`src/rtl/configure.sv`:
```
// Shared memory-system configuration: RAM geometry/latency and the RAM request payload.
package configure;

  localparam int unsigned addr_w    = 32;
  localparam int unsigned data_w    = 32;
  localparam int unsigned strb_w    = 4;
  localparam int unsigned ram_depth = 1024;
  localparam int unsigned ram_cycle = 2;

  typedef struct packed {
    logic [addr_w-1:0] addr;
    logic [data_w-1:0] wdata;
    logic [strb_w-1:0] wstrb;
    logic              instr;
  } ram_req_t;

  typedef enum logic {
    st_idle = 1'b0,
    st_busy = 1'b1
  } arb_state_t;

  typedef enum logic {
    own_i = 1'b0,
    own_d = 1'b1
  } arb_owner_t;

endpackage

```
`src/rtl/ram_arbiter_slot.sv`:
```
// One pending-request slot: latches a valid pulse, clears on completion, reloads if both coincide.
module ram_arbiter_slot
  import configure::*;
(
  input  logic     clock,
  input  logic     reset,
  input  logic     valid,
  input  ram_req_t req_in,
  input  logic     done,
  output logic     avail_c,
  output ram_req_t req_c
);

  logic     pend_q;
  ram_req_t req_q;
  logic     accept_c;

  // A new pulse is taken when the slot is free or is being freed this cycle.
  assign accept_c = valid & (~pend_q | done);
  assign avail_c  = accept_c | (pend_q & ~done);
  assign req_c    = accept_c ? req_in : req_q;

  always_ff @(posedge clock or negedge reset) begin
    if (!reset) begin
      pend_q <= 1'b0;
      req_q  <= '0;
    end else begin
      pend_q <= avail_c;
      if (accept_c) req_q <= req_in;
    end
  end

endmodule

```
`src/rtl/ram_arbiter.sv`:
```
// Shares the single-ported RAM between the fetch (imem) and load/store (dmem) ports.
// Contention policy: fixed dmem priority, or round-robin when RAM_ARB_RR_EN is defined.
module ram_arbiter
  import configure::*;
(
  input  logic              clock,
  input  logic              reset,
  input  logic              imem_valid,
  input  logic [addr_w-1:0] imem_addr,
  output logic [data_w-1:0] imem_rdata,
  output logic              imem_ready,
  input  logic              dmem_valid,
  input  logic [addr_w-1:0] dmem_addr,
  input  logic [data_w-1:0] dmem_wdata,
  input  logic [strb_w-1:0] dmem_wstrb,
  output logic [data_w-1:0] dmem_rdata,
  output logic              dmem_ready,
  output logic              ram_valid,
  output logic              ram_instr,
  output logic [addr_w-1:0] ram_addr,
  output logic [data_w-1:0] ram_wdata,
  output logic [strb_w-1:0] ram_wstrb,
  input  logic [data_w-1:0] ram_rdata,
  input  logic              ram_ready
);

  arb_state_t state_q, state_d;
  arb_owner_t owner_q, owner_d;
  ram_req_t   ram_req_q, ram_req_d;
  ram_req_t   imem_in, dmem_in;
  ram_req_t   ireq_c, dreq_c;
  logic       avail_i_c, avail_d_c;
  logic       resp_c, done_i_c, done_d_c, pick_d_c;

  assign imem_in = '{addr: imem_addr, wdata: '0, wstrb: '0, instr: 1'b1};
  assign dmem_in = '{addr: dmem_addr, wdata: dmem_wdata, wstrb: dmem_wstrb, instr: 1'b0};

  // Responses only count while a grant is outstanding.
  assign resp_c   = (state_q == st_busy) & ram_ready;
  assign done_i_c = resp_c & (owner_q == own_i);
  assign done_d_c = resp_c & (owner_q == own_d);

  ram_arbiter_slot u_slot_i (
    .clock   (clock),
    .reset   (reset),
    .valid   (imem_valid),
    .req_in  (imem_in),
    .done    (done_i_c),
    .avail_c (avail_i_c),
    .req_c   (ireq_c)
  );

  ram_arbiter_slot u_slot_d (
    .clock   (clock),
    .reset   (reset),
    .valid   (dmem_valid),
    .req_in  (dmem_in),
    .done    (done_d_c),
    .avail_c (avail_d_c),
    .req_c   (dreq_c)
  );

`ifdef RAM_ARB_RR_EN
  arb_owner_t last_q;

  // On a tie the port not served last wins.
  assign pick_d_c = avail_d_c & (~avail_i_c | (last_q == own_i));

  always_ff @(posedge clock or negedge reset) begin
    if (!reset) last_q <= own_i;
    else        last_q <= owner_d;
  end
`else
  assign pick_d_c = avail_d_c;
`endif

  // Next-state: grant from IDLE or on the completion edge of the current access.
  always_comb begin
    state_d   = state_q;
    owner_d   = owner_q;
    ram_req_d = ram_req_q;
    if ((state_q == st_idle) || resp_c) begin
      if (avail_i_c || avail_d_c) begin
        state_d   = st_busy;
        owner_d   = pick_d_c ? own_d : own_i;
        ram_req_d = pick_d_c ? dreq_c : ireq_c;
      end else begin
        state_d = st_idle;
      end
    end
  end

  always_ff @(posedge clock or negedge reset) begin
    if (!reset) begin
      state_q   <= st_idle;
      owner_q   <= own_i;
      ram_req_q <= '0;
    end else begin
      state_q   <= state_d;
      owner_q   <= owner_d;
      ram_req_q <= ram_req_d;
    end
  end

  // Request is withdrawn in the response cycle so the RAM never repeats it.
  assign ram_valid  = (state_q == st_busy) & ~ram_ready;
  assign ram_instr  = ram_req_q.instr;
  assign ram_addr   = ram_req_q.addr;
  assign ram_wdata  = ram_req_q.wdata;
  assign ram_wstrb  = ram_req_q.wstrb;

  assign imem_ready = done_i_c;
  assign dmem_ready = done_d_c;
  assign imem_rdata = done_i_c ? ram_rdata : '0;
  assign dmem_rdata = done_d_c ? ram_rdata : '0;

endmodule

```
`config.mk`:
```
export PLATFORM = sky130hd
export DESIGN_NAME = ram_arbiter
export DESIGN_NICKNAME = d
export VERILOG_FILES = /design/src/rtl/configure.sv /design/src/rtl/ram_arbiter_slot.sv /design/src/rtl/ram_arbiter.sv
export SDC_FILE = /design/constraint.sdc
export NUM_CORES = 1
export LEC_CHECK = 0
export ABC_AREA = 1
export ABC_CLOCK_PERIOD_IN_PS = 3600
export BUFFER_PORTS_ARGS = -buffer_cell sky130_fd_sc_hd__buf_2
export CORE_MARGIN = 2
export CORE_UTILIZATION = 48
export DETAILED_ROUTE_END_ITERATION = 10
export GPL_ROUTABILITY_DRIVEN = 0
export PLACE_DENSITY_LB_ADDON = 0.15
export SYNTH_ARGS = -nofsm -noshare
export SYNTH_HDL_FRONTEND = slang
export SYNTH_SLANG_ARGS = --single-unit
```
`constraint.sdc`:
```
create_clock -name clock -period 3.6 [get_ports clock]
set_input_delay 0.54 -clock clock [delete_from_list [all_inputs] [get_ports clock]]
set_output_delay 0.54 -clock clock [all_outputs]
set_load 0.05 [all_outputs]
```
# Word level (Yosys, flattened, before mapping)
# Cells that the tools add are included.
word_totals:
  register_bits: 211
  elab_cells: 45
classes:
  n_mux: 7
  n_bitwise: 19
  reduce_logical: 3
ops:
  columns: ["op", "count"]
  rows:
  - ["$mux 69", 3]
  - ["$mux 32", 2]
  - ["$and 1x1->1", 8]
  - ["$not 1->1", 7]
  - ["$or 1x1->1", 4]
  - ["$logic_or 1x1->1", 2]
  - ["$mux 1", 2]
  - ["$reduce_and 2->1", 1]

# Longest topological paths before layout
# Gate-level depths: netlist of the first run.
depth:
  depth_word: 7
  mapped_depth: 11
  mapped_depth_nobuf: 9

# By module
# Synthesis of the first run repeated with hierarchy kept, for this count alone.
unflattened:
  hier_cells: 1244
  hier_area_um2: 9482.8
modules_own_cells:
  columns: ["module", "n_inst", "cells_each", "area_each_um2", "seq_area_each_um2"]
  rows:
  - ["ram_arbiter_slot", 2, 304, 2760.1, 1751.7]
  - ["ram_arbiter", 1, 636, 3962.6, 1776.7]

# Worst setup path before layout of the first run
# Ideal clock, no wire load.
synth_timing:
  path_kind: "input-to-output"
  startpoint: "input port ram_ready"
  endpoint: "output port dmem_rdata[22]"
  arrival_ns: 1.541
  required_ns: 3.060
  setup_slack_ns: 1.519
  stages: 3
  path_buffers: 1
  cell_sequence: "nand3_2 > clkbuf_1 > nor2_1"
synth_via:
  elab_chain_cells: 3
synth_lines:
  columns: ["item", "line_no", "source"]
  rows:
  - ["start, declared", "ram_arbiter.sv:24", "input logic ram_ready"]
  - ["$and 1x1->1", "ram_arbiter.sv:39", "assign resp_c = (state_q == st_busy) & ram_ready;"]
  - ["$and 1x1->1", "ram_arbiter.sv:41", "assign done_d_c = resp_c & (owner_q == own_d);"]
  - ["$mux 32", "ram_arbiter.sv:115", "assign dmem_rdata = done_d_c ? ram_rdata : '0;"]
  - ["end, declared", "ram_arbiter.sv:16", "output logic [data_w-1:0] dmem_rdata,"]
# No other way between the ends.

# Worst setup path after layout of the first run
layout_timing:
  startpoint: "register owner_q"
  endpoint: "output port imem_rdata[6]"
layout_via:
  elab_chain_cells: 3
layout_lines:
  columns: ["item", "line_no", "source"]
  rows:
  - ["start, declared", "ram_arbiter.sv:28", "arb_owner_t owner_q, owner_d;"]
  - ["start signal, assigned", "ram_arbiter.sv:96", "owner_q <= own_i;"]
  - ["start signal, assigned", "ram_arbiter.sv:100", "owner_q <= owner_d;"]
  - ["$not 1->1", "ram_arbiter.sv:40", "assign done_i_c = resp_c & (owner_q == own_i);"]
  - ["$and 1x1->1", "ram_arbiter.sv:40", null]
  - ["$mux 32", "ram_arbiter.sv:114", "assign imem_rdata = done_i_c ? ram_rdata : '0;"]
  - ["end, declared", "ram_arbiter.sv:10", "output logic [data_w-1:0] imem_rdata,"]
# No other way between the ends.

==> results of run 1 <==
## path summary, 6_finish.rpt
kind,end,slack [ns],depth (start not counted),startpoint
worst max-delay path,imem_rdata[6],1.20,5,owner_q
worst min-delay path,ram_addr[5],0.001,1,reset
worst max register to register,ram_wdata[17],1.30,10,owner_q
worst min register to register,u_slot_i.req_q[22],0.46,2,u_slot_i.req_q[22]
max in group asynchronous,u_slot_d.req_q[11],2.60,2,reset
min in group clock,u_slot_d.req_q[17],0.29,3,dmem_wdata[12]
## state kept, by name (all words and copies together), names as in the netlist, 4 cells and up
name and count:
ram_addr 32, ram_wdata 32, ram_wstrb 4, u_slot_d.req_q 69
u_slot_i.req_q 69
## where the power goes
group | internal [mW] | total, mW | switching [mW]
logic | 0.542 | 2.24 | 1.70
registers | 2.83 | 3.02 | 0.189
clock network | 1.42 | 2.38 | 0.955
total | 4.79 | 7.64 | 2.84
## worst max-delay path, cell delays in order, from the launching register on
cell     delay, ns
dfrtp_1       0.38
inv_1         0.09
nand3_2       0.07
buf_4         0.25
nor2_1        0.25
buf_2         0.32
## cells by family after synthesis
family | share of synthesized area
DFF | 0.579
AOI/OAI and AO/OA | 0.00137
buffers and inverters | 0.0649
and+or+nand+nor | 0.354
## final cells by class
cell class	instances	share of cell area
diodes	1	0.000219
clock buffers	30	0.0572
clock inverters	12	0.0104
inverters	78	0.0257
multi-input cells	762	0.285
flip-flops and latches	211	0.463
well taps	234	0.0257
repair buffers	287	0.133
## cell usage in the layout, fill, tap and decap left out, drive strengths merged
cell type / n
nand3: 270
clkinvlp: 2
nand2: 423
a21boi: 1
clkinv: 7
buf: 286
o21ai: 1
inv: 79
bufinv: 2
dfrtp: 211
diode: 1
nor2: 67
clkbuf: 31
## routing by layer
metal	track usage	vias up	part of all wire	wire (um)
li1	-	4003	-	-
met1	0.377	3901	0.45	11700
met2	0.418	281	0.47	12000
met3	0.0462	28	0.069	1790
met4	0.0437	0	0.014	374
met5	0	-	0	0
## per-stage QoR
stage               cells  power (mW)   util
floorplan            1121        4.66      -
global placement     1572        5.27  0.570
detailed placement   1572        5.30  0.570
CTS                  1614        7.69  0.612
global route         1614        8.03  0.612
finish               1615        7.64  0.612
==> results.md, run 1 <==
* Status: completed
* Crit path DAT at around 1.9 ns
* Filler cells at about 1.7k
* Vias per std cell at 5.09
* Starting Density at 0.489
* # hold bufs at CTS at 0
* Die width at between 100 and 150 um
* Setup ws final at 1.20 ns
* # setup viols final at 0
* # IOs at 273
* FF+latch count, synth at 211
* Max-cap viol count at 0
* Sequential cell area at about 5300 um^2
* CTS tree: done
* Leading area contributor after synthesis: dfrtp_1
* Power density cells at about 670 nW/um^2
* Number of global-route vias before repair at 7914
* Sequential cell area fraction in the yosys report at 0.579
* Minimum clock period at 2.40 ns
* Mapped Nets at approximately 1.3k
* Die area at around 20000 um^2
* Actual slew at the worst max-slew pin at between 0.8 and 0.9 ns
* YS warnings at 0
* Syn Inst Count at about 1.1k
* Total Wirelength at between 20000 and 30000 um
* Fmax at between 400 and 500 MHz
* Root Driver: clkbuf_16
* Vias at just over 8k
* Setup TNS at 0 ns
* Fin nets at roughly 1.5k
* CP Max Fanout at 33
* Postcts setup bufs at 0
* IO Port Bufs at about 270
* EDFF count, synth at 0
* Clock buffer depth at 3
* Antenna viol nets, final at 0
* Rows at 50
* Dpl cell area at ~11000 um^2
* Kind of start point of the critical path: register
* Yosys top cell area share at 0.579
* First-pass GRT wire length at between 40000 and 50000 um
* Async SR Flop Fraction at 1.00
* Worst-Skew Late Latency at about 0.50 ns
* Initial DRC count at a little over 600
* Clock transition at the registers of the reported paths at approximately 0.060 ns
* CTS sink cnt at around 210
* Share of layout cells above drive strength 1 at 0.245
* Final Skew at 0.00945 ns
* Static Leak at roughly 7 nW
* GRT Resource Usage Total at 0.259
* Synth area leaders: dfrtp_1 (58%), nand2_1 (17%), nand3_1 (15%)
* CP required at roughly 3.1 ns
* Area delta synth->final at 25.2%
* Core ar. at between 15000 and 20000 um^2
* DR WL/cell at roughly 16 um
* DR pass1 iterations at 6
* Most frequent cells after synthesis: nand2_1 (420), nand3_1 (268), dfrtp_1 (211)
* Crit. End Element: output pin
* Multi-input gate area at approximately 3200 um^2
* TritonCTS Buffers at 23
* Mean Syn Cell Area at between 8 and 9 um^2
* Global route total overflow at 0
* H-tree Lvls at 1
* Largest net degree at the start of global routing at between 100 and 150
* Layout Cell Area excl Fill at roughly 11000 um^2
* Slew Limit Headroom at 0.410
* Synth Flop Type: dfrtp_1
* Crit Path Class: register to output pin
* Cell with the most instances after synthesis: nand2_1
* Synth cell types at 17
* Synthesized area at around 9100 um^2
* Post-CTS Resized at 0
* RSZ-0062 raised after global routing: no
* Slew Limit Fails at 0
* Fin crit share at 0.668
* Antenna violations before repair at 1
* Hold slack at 0.00109 ns
* Dpl ws at roughly 1.1 ns
* Peak VDD IR at 0.383 mV
* Die Height at ~140 um
* HP Class: primary input to asynchronous set/reset pin
* Final hold violations at 0
* Drt drc at 0
* Detailed-placement wirelength estimate at about 16000 um
Power figures use the tool's default switching activity.
==> inputs of run 2 (changes only) <==
--- a/config.mk
+++ b/config.mk
@@ -5,8 +5,8 @@
 export SDC_FILE = /design/constraint.sdc
 export NUM_CORES = 1
 export LEC_CHECK = 0
-export ABC_AREA = 1
-export ABC_CLOCK_PERIOD_IN_PS = 3600
+export ABC_AREA = 0
+export ABC_CLOCK_PERIOD_IN_PS = 2050
 export BUFFER_PORTS_ARGS = -buffer_cell sky130_fd_sc_hd__buf_2
 export CORE_MARGIN = 2
 export CORE_UTILIZATION = 48
==> constraint.sdc (replaced) <==
create_clock -name clock -period 2.05 [get_ports clock]
set_input_delay 0.3075 -clock clock [delete_from_list [all_inputs] [get_ports clock]]
set_output_delay 0.3075 -clock clock [all_outputs]
set_load 0.05 [all_outputs]
==> run 2 against run 1 <==
Effect of this change: hold slack gained 0.012 ns; via count grew 2.5%; combinational power increased by 130%; cell count is 9.8% lower; non-clock buffer count rose by 34; synthesized cell count is 20% lower; setup slack worse by 1.2 ns; critical path type unchanged; critical endpoint is now dmem_rdata[17]; largest cell class unchanged.
==> results.md, run 2 <==
* Cell with the most instances after synthesis: dfrtp_1
* Finished Layout Cells at approximately 1.5k
* Starting Density at 0.489
* Die area at between 20000 and 25000 um^2
* Status: completed
* Largest regs: u_slot_d.req_q: 69 flops, u_slot_i.req_q: 69 flops
* Setup ws final at a little under 0.03 ns
* Dpl cell area at between 10000 and 15000 um^2
* First-pass GRT wire length at 45200 um
* Clock transition at the registers of the reported paths at around 0.060 ns
* Antenna violations before repair at 6
* Synthesized area at about 9900 um^2
* Cells on worst reg2reg path at 7
* FF+latch count, synth at about 210
* RSZ-0062 raised after global routing: yes
* Sw frac at 0.366
* Dpl ws at around 0.11 ns
* Static Leak at 6.27 nW
* Final hold violations at 0
* Drt drc at 0
* Dpl cells at 1399
* CP Max Fanout at 16
* Largest net degree at the start of global routing at 67
* Critical Path End: dmem_rdata[17]
* Root Driver: clkbuf_16
* Mean Syn Cell Area at approximately 11 um^2
* Largest family of logic cells by synthesized area: compound AO/OA/AOI/OAI gates
* Yosys top cell area share at 0.534
* CTS sink cnt at around 210
* CTS tree: done
* H-tree Lvls at 1
* Vias at 8415
* Crit. End Element: output pin
* Power density cells at ~1100 nW/um^2
* IO Port Bufs at between 200 and 300
* Critical-path top delay cell: dfrtp_1
* Fmax at between 400 and 500 MHz
* Most frequent cells in the layout: dfrtp_1 (210), buf_2 (207), and2_1 (104)
* Syn Inst Count at between 800 and 900
* Minimum clock period at about 2 ns
* Vias per std cell at slightly below 6
* R2r setup slk at around 0.14 ns
* DR WL/cell at 20.6 um
* Fraction of the mapped netlist area in adder cells at 0
* Mapped Nets at between 1k and 1.5k
* Slew Limit Headroom at 0.623
* Max-cap viol count at 0
* Slew Limit Fails at 0
* EDFF count, synth at 0
* # IOs at between 200 and 300
* Clock buffer depth at 3
* Core ar. at 20200 um^2
* Synth Flop Type: dfrtp_1
* Peak VDD IR at roughly 0.8 mV
* Layout Cell Area excl Fill at between 10000 and 15000 um^2
* Actual slew at the worst max-slew pin at 0.565 ns
* # setup viols final at 0
* Worst-Skew Late Latency at between 0.5 and 0.6 ns
* Synth Area in XOR/XNOR at 0
* YS warnings at 0
* Die width at 148 um
* Detailed-placement wirelength estimate at between 15000 and 20000 um
* Sequential share of power at 0.380
* Combinational fraction of design power at 0.342
* Async SR Flop Fraction at 1.00
* Most frequent cells after synthesis: dfrtp_1 (211), and2_1 (137), nand2_1 (97)
* Leading area contributor after synthesis: dfrtp_1
* TritonCTS Buffers at 24
* Sequential cell area fraction in the yosys report at 0.534
* Simple-gate share of the synthesized area at 0.144
* CP peak stage delay at 0.37 ns
* Final Skew at 0.00945 ns
* Reg-to-Reg End: ram_wdata[25]
* Fin nets at between 1k and 1.5k
* GRT Resource Usage Total at 0.262
* P_sw at between 5 and 6 mW
* Antenna viol nets, final at 0
* Synth Area in Compound Gates at 0.207
* CP required at about 1.7 ns
* Rows at 52
* Most common cell after layout, fill and taps aside: dfrtp_1
* CP startpoint: owner_q
* Internal power at about 9.4 mW
* Worst-path cell chain: buf_6, nand3_4, inv_4, clkbuf_16, and2_1, buf_6
* Post-synthesis mux area share at 0.0774
* Cell mode on critical path: buf_6
* R2R Path Start: state_q
* Total Wirelength at approximately 30000 um
* Clock power share at 0.278
* Share of layout cells above drive strength 1 at 0.340
* Total power at 14.8 mW
* Die Height at around 150 um
* Crit path DAT at roughly 1.7 ns
* Number of global-route vias before repair at 8138
* Global route total overflow at 0
* DR pass1 iterations at 7
* HP Class: primary input to register
* Crit Path Class: register to output pin
* Final core utilization at 0.653
* Kind of start point of the critical path: register
* Area delta synth->final at 33.6%
* Synth area leaders: dfrtp_1 (53%), and2_1 (8.7%), mux2_1 (7.7%)
* Synth cell types at 35
* Fin crit share at 0.986
* Initial DRC count at 443
run 2: area by class of cell:
class                           instances  area [um^2]
Antenna cell                            6         15.0
Clock buffer                           39          748
Clock inverter                          3         15.0
Fill cell                            1597         7020
Inverter                                8         40.0
Multi-Input combinational cell        598         4370
Sequential cell                       211         5280
Tap cell                              270          338
Timing Repair Buffer                  321         2400
run 2: cell families after synthesis:
logic type / after synthesis
mux: 68
flops: 211
simple gates: 279
compound gates: 251
buf+inv: 90
run 2: worst min path at each step:
stage | startpoint | end | slack, ns | cells past startpoint
floorplan | reset | owner_q | 0.01 | 0
global placement | reset | u_slot_d.req_q[12] | 0.35 | 1
detailed placement | reset | u_slot_i.req_q[22] | 0.36 | 1
CTS | imem_addr[27] | u_slot_i.req_q[64] | 0.0009 | 3
global route | imem_addr[24] | u_slot_i.req_q[61] | 0.02 | 3
finish | imem_addr[27] | u_slot_i.req_q[64] | 0.01 | 3
run 2: stage by stage:
step / hold WS (ns) / setup TNS, ns
after global routing: 0.0206 / -0.985
final: 0.0134 / 0
after global placement: 0.354 / 0
after CTS: 0.000905 / 0
after floorplan: 0.0119 / 0
after detailed placement: 0.356 / 0
run 2: timing repair:
item	in CTS	in global routing
gates cloned	0	4
hold buffers	3	0
hold endpoints to repair	60	0
gates resized for setup	72	96
buffers inserted	1	1
setup endpoints to repair	66	73
pin swaps	0	3
run 2: power groups by stage:
stage / clock, mW / combinational [mW] / sequential (mW)
6_report: 4.11 / 5.05 / 5.62
5_1_grt: 4.35 / 5.38 / 5.72
4_1_cts: 4.18 / 4.90 / 5.61
3_5_place_dp: 0 / 4.82 / 5.66
3_3_place_gp: 0 / 4.75 / 5.65
2_1_floorplan: 0 / 2.15 / 6.89
run 2: worst max-delay path: cells and delay by family, from the launching register on:
family | cells | cell delay, ns
buffers and inverters | 4 | 0.57
flip-flops | 1 | 0.37
AND/OR/NAND/NOR | 2 | 0.26
run 2: layer usage:
| metal | up-vias | global-route usage | routed length (um) |
|---|---|---|---|
| met3 | 48 | 0.0429 | 1880 |
| met4 | 0 | 0.0784 | 891 |
| met1 | 4239 | 0.349 | 12400 |
| met2 | 327 | 0.442 | 14800 |
| li1 | 3801 | - | - |
| met5 | - | 0 | 0 |
